==> src/rtl/serial_add_sequencer_pkg.sv <==
// rtl/serial_add_sequencer_pkg.sv - shared state encoding for the bit-serial adder
package serial_add_sequencer_pkg;

  typedef enum logic [1:0] {
    ST_IDLE  = 2'd0,
    ST_SHIFT = 2'd1,
    ST_DONE  = 2'd2
  } state_t;

endpackage

==> src/rtl/serial_add_sequencer_cell.sv <==
// rtl/serial_add_sequencer_cell.sv - one-bit full adder built from two half adders
module half_adder (
  input  logic x,
  input  logic y,
  output logic s,
  output logic c
);

  assign s = x ^ y;
  assign c = x & y;

endmodule

module full_adder_cell (
  input  logic a,
  input  logic b,
  input  logic cin,
  output logic s,
  output logic cout
);

  logic p, g, pc;

  half_adder u_ha0 (.x(a), .y(b),   .s(p), .c(g));
  half_adder u_ha1 (.x(p), .y(cin), .s(s), .c(pc));

  assign cout = g | pc;

endmodule

==> src/rtl/serial_add_sequencer.sv <==
// rtl/serial_add_sequencer.sv - bit-serial WIDTH-bit adder with start/busy/done handshake
module serial_add_sequencer
  import serial_add_sequencer_pkg::*;
#(
  parameter int WIDTH = 8
) (
  input  logic             clk,
  input  logic             rst,
  input  logic             start,
  input  logic [WIDTH-1:0] a,
  input  logic [WIDTH-1:0] b,
  output logic             busy,
  output logic             done,
  output logic [WIDTH-1:0] sum,
  output logic             cout
);

  localparam int CW = $clog2(WIDTH + 1);

  state_t           state;
  logic [WIDTH-1:0] a_sr;
  logic [WIDTH-1:0] b_sr;
  logic             carry;
  logic [CW-1:0]    count;
  logic             fa_s;
  logic             fa_c;
  logic [WIDTH-1:0] sum_next;

  full_adder_cell u_cell (
    .a    (a_sr[0]),
    .b    (b_sr[0]),
    .cin  (carry),
    .s    (fa_s),
    .cout (fa_c)
  );

  // New bit enters at the MSB so the LSB-first result lands in place after WIDTH shifts.
  always_comb begin
    sum_next            = sum >> 1;
    sum_next[WIDTH-1]   = fa_s;
  end

  always_ff @(posedge clk) begin
    if (rst) begin
      state <= ST_IDLE;
      busy  <= 1'b0;
      done  <= 1'b0;
      sum   <= '0;
      cout  <= 1'b0;
      carry <= 1'b0;
      count <= '0;
      a_sr  <= '0;
      b_sr  <= '0;
    end else begin
      case (state)
        ST_IDLE: begin
          if (start) begin
            a_sr  <= a;
            b_sr  <= b;
            carry <= 1'b0;
            count <= '0;
            busy  <= 1'b1;
            state <= ST_SHIFT;
          end
        end
        ST_SHIFT: begin
          sum   <= sum_next;
          a_sr  <= a_sr >> 1;
          b_sr  <= b_sr >> 1;
          carry <= fa_c;
          count <= count + 1'b1;
          if (count == CW'(WIDTH - 1)) begin
            cout  <= fa_c;
            done  <= 1'b1;
            state <= ST_DONE;
          end
        end
        ST_DONE: begin
          done  <= 1'b0;
          busy  <= 1'b0;
          state <= ST_IDLE;
        end
        default: begin
          done  <= 1'b0;
          busy  <= 1'b0;
          state <= ST_IDLE;
        end
      endcase
    end
  end

endmodule

==> config.mk <==
export PLATFORM = sky130hd
export DESIGN_NAME = serial_add_sequencer
export DESIGN_NICKNAME = d
export VERILOG_FILES = /design/src/rtl/serial_add_sequencer_pkg.sv /design/src/rtl/serial_add_sequencer_cell.sv /design/src/rtl/serial_add_sequencer.sv
export SDC_FILE = /design/constraint.sdc
export NUM_CORES = 1
export LEC_CHECK = 0
export BUFFER_PORTS_ARGS = -buffer_cell sky130_fd_sc_hd__buf_2
export CAP_MARGIN = 10
export CORE_UTILIZATION = 40
export CTS_CLUSTER_DIAMETER = 30
export DETAILED_ROUTE_END_ITERATION = 10
export PLACE_DENSITY = 0.6
export RECOVER_POWER = 25
export SLEW_MARGIN = 10
export SYNTH_ARGS = -nofsm -noshare
export SYNTH_HDL_FRONTEND = slang
export SYNTH_SLANG_ARGS = --single-unit
==> constraint.sdc <==
create_clock -name clk -period 1.08 [get_ports clk]
set_input_delay 0.108 -clock clk [delete_from_list [all_inputs] [get_ports clk]]
set_output_delay 0.108 -clock clk [all_outputs]
set_load 0.01 [all_outputs]
==> flow_summary.ini <==
[outcome]
status = finished, violations left
failed_checks = setup timing

[power]
total_power_mw = 2.94
leakage_nw = 0.863
p_per_area_mw_per_mm2 = 1350
ir_drop_v = 0.000818

[synthesis]
synthDistinctLibCells = 29
synthesis.nets = 210
syn_area_per_cell_sq_um = 8.49
mappedNetlistArea_sq_mm = 0.00161
ys_ff_latch = 34
synth_warnings = 0
ys_seq_area_frac = 0.424
postSynthCellCount = 189

[die]
row_count = 22
fp.dieW_microns = 65.4
die_h_microns = 65.4
io_pins = 30
start_util = 0.429
die_area_sq_mm = 0.00427
fp.coreArea_sq_mm = 0.00374

[sta]
finClkSkew_ps = 8.15
setup_violations = 12
worst_slack_ps = -67.7
relSlewSlack = 0.696
fmax_mhz = 871
post-route-period-util = 1.06
slew_viol_final = 0
rsz0062_at_grt = yes
layout_min_cycle_time_ps = 1150
hold_violations = 0
worst_pin_slew_ps = 455

[setup_path]
endpoint_kind = flop
crit_path_max_incr_delay_ps = 580
crit_buf_inv = 0
critPathLaunchType = flop
crit_fanout = 2
cp.required_ps = 1300
cp_slowest_cell = fa_2
crit_type = flop to flop
regToRegSetupSlack_ps = -70
worst-endpoint-arrival_ps = 1360
path_cells = fa_2 > nand2_1 > a21oi_1
crit_family = adder cells

[routing]
drt_first_pass_iters = 4
drc = 0
via_per_inst = 5.25
wire_per_inst_microns = 13.4
vias = 1485
drt_iter0_drc = 48
wirelength_mm = 3.79
antenna_left = 0

[hold_path]
worstHoldPathType = input pin to flop

[grt]
grt_use_total = 0.196
antenna_found_initial = 0
grt_pass1_vias = 1442
grt_pass1_wl_mm = 6.32
grt_overflow = 0
grt_max_degree = 21

[cells_and_area]
final_common_cell = dfxtp_1
fillers = 357
antenna_cells = 0
most-common-layout-cells = dfxtp_1, a21oi_1, buf_2, nor2_1, nand2_1
instances_no_fill = 283
drive_gt1_frac = 0.421
seq_area_sq_um = 693
area_growth_pct = 36.1
multi_input_area_sq_um = 941
nNetsFinal = 255

[clocking]
cts.sinks = 34
h-tree-depth = 2
postCtsHoldBufs = 0
root_buffer = clkbuf_8
tritoncts = built
clk-insertion-delay-late_ps = 290
clk_pin_slew_ps = 60
cts-buffers-inserted = 5
clock_path_buffers = 2

[placement]
placed_cells = 269
io_buffers = 29
gp_congestion = 0.737
dp_hpwl_mm = 2.55

[flow_run]
cap_violations = 0
[Yosys cell counts]
master	n	area share
dfxtp_1	34	0.42
a21oi_1	29	0.090
nor2_1	27	0.063
nand2_1	21	0.049
inv_1	9	0.021
nor2b_1	9	0.035
o221a_2	8	0.056
o22ai_1	8	0.031
a2111oi_2	7	0.065
buf_2	6	0.019
buf_4	5	0.023
clkbuf_1	4	0.0094
nand3_1	3	0.0094
a22oi_1	2	0.0094
a31oi_1	2	0.0078
nand3b_1	2	0.0094
a21bo_2	1	0.0062
and2b_2	1	0.0055
and3b_1	1	0.0055
fa_1	1	0.012
ha_1	1	0.0078
mux2i_1	1	0.0062
nand2b_1	1	0.0039
nand2b_2	1	0.0055
nand2b_4	1	0.0086
nor3_1	1	0.0031
o21bai_1	1	0.0047
or2_2	1	0.0039
or3_1	1	0.0039
[metal layers]
| layer | GRT usage | routed length, microns | vias to the layer above |
|---|---|---|---|
| met5 | 0 | 0 | - |
| met4 | 0.0951 | 95 | 0 |
| met3 | 0.0573 | 181 | 11 |
| met2 | 0.327 | 1810 | 37 |
| met1 | 0.227 | 1710 | 686 |
| li1 | - | - | 751 |
[final timing paths]
| kind | cells past startpoint | start | endpoint |
|---|---|---|---|
| worst max-delay path | 3 | carry | sum[7] |
| worst min-delay path | 3 | a[7] | a_sr[7] |
| worst max register to register | 3 | carry | sum[7] |
| worst min register to register | 2 | sum[0] | sum[0] |
[final cells by class]
class                      instances  area share
clock buffer                       7      0.0349
multi-input combinational        132       0.431
sequential                        34       0.317
inverter                           9      0.0172
clock inverter                     1      0.0137
timing repair buffer              52       0.159
tap                               48      0.0275
[cells by family after synthesis]
logic type	count (synthesis)	share of synthesized area
and+or+nand+nor	70	0.206
adders and majority gates	2	0.0203
DFF	34	0.424
AOI/OAI and AO/OA	58	0.271
muxes	1	0.00624
buffers and inverters	24	0.0725
[metrics by stage]
step	util	hold WS, ps	cell area, sq um	setup slack [ps]	setup TNS [ps]
floorplan	-	292	1610	-6.79	-6.79
global placement	0.502	401	1880	-94.9	-1320
detailed placement	0.502	409	1880	-145	-2820
CTS	0.563	109	2110	-58.8	-391
global route	0.584	111	2180	-111	-1200
finish	0.584	113	2180	-67.7	-316
[where the power goes]
group	total, mW	internal (mW)	switching (mW)
Combinational	0.440	0.220	0.220
Sequential	1.38	1.32	0.0616
Clock	1.12	0.690	0.433
[worst reg2reg max path, cell delays in order (launching register included)]
cell and delay [ps]:
dfxtp_2 330, fa_2 580, nand2_1 50, a21oi_1 120
[registers in the layout (all words and copies together) (netlist names)]
name,flops
a_sr,8
b_sr,8
sum,8
count,4
state,2
busy,1
carry,1
cout,1
done,1
[what timing repair did]
item | in CTS | in global routing
pin swaps | 5 | 5
cloned | 1 | 0
setup endpoints to repair | 34 | 27
gates resized for setup | 19 | 19
setup buffers | 5 | 1
(Power assumes the default switching activity.)
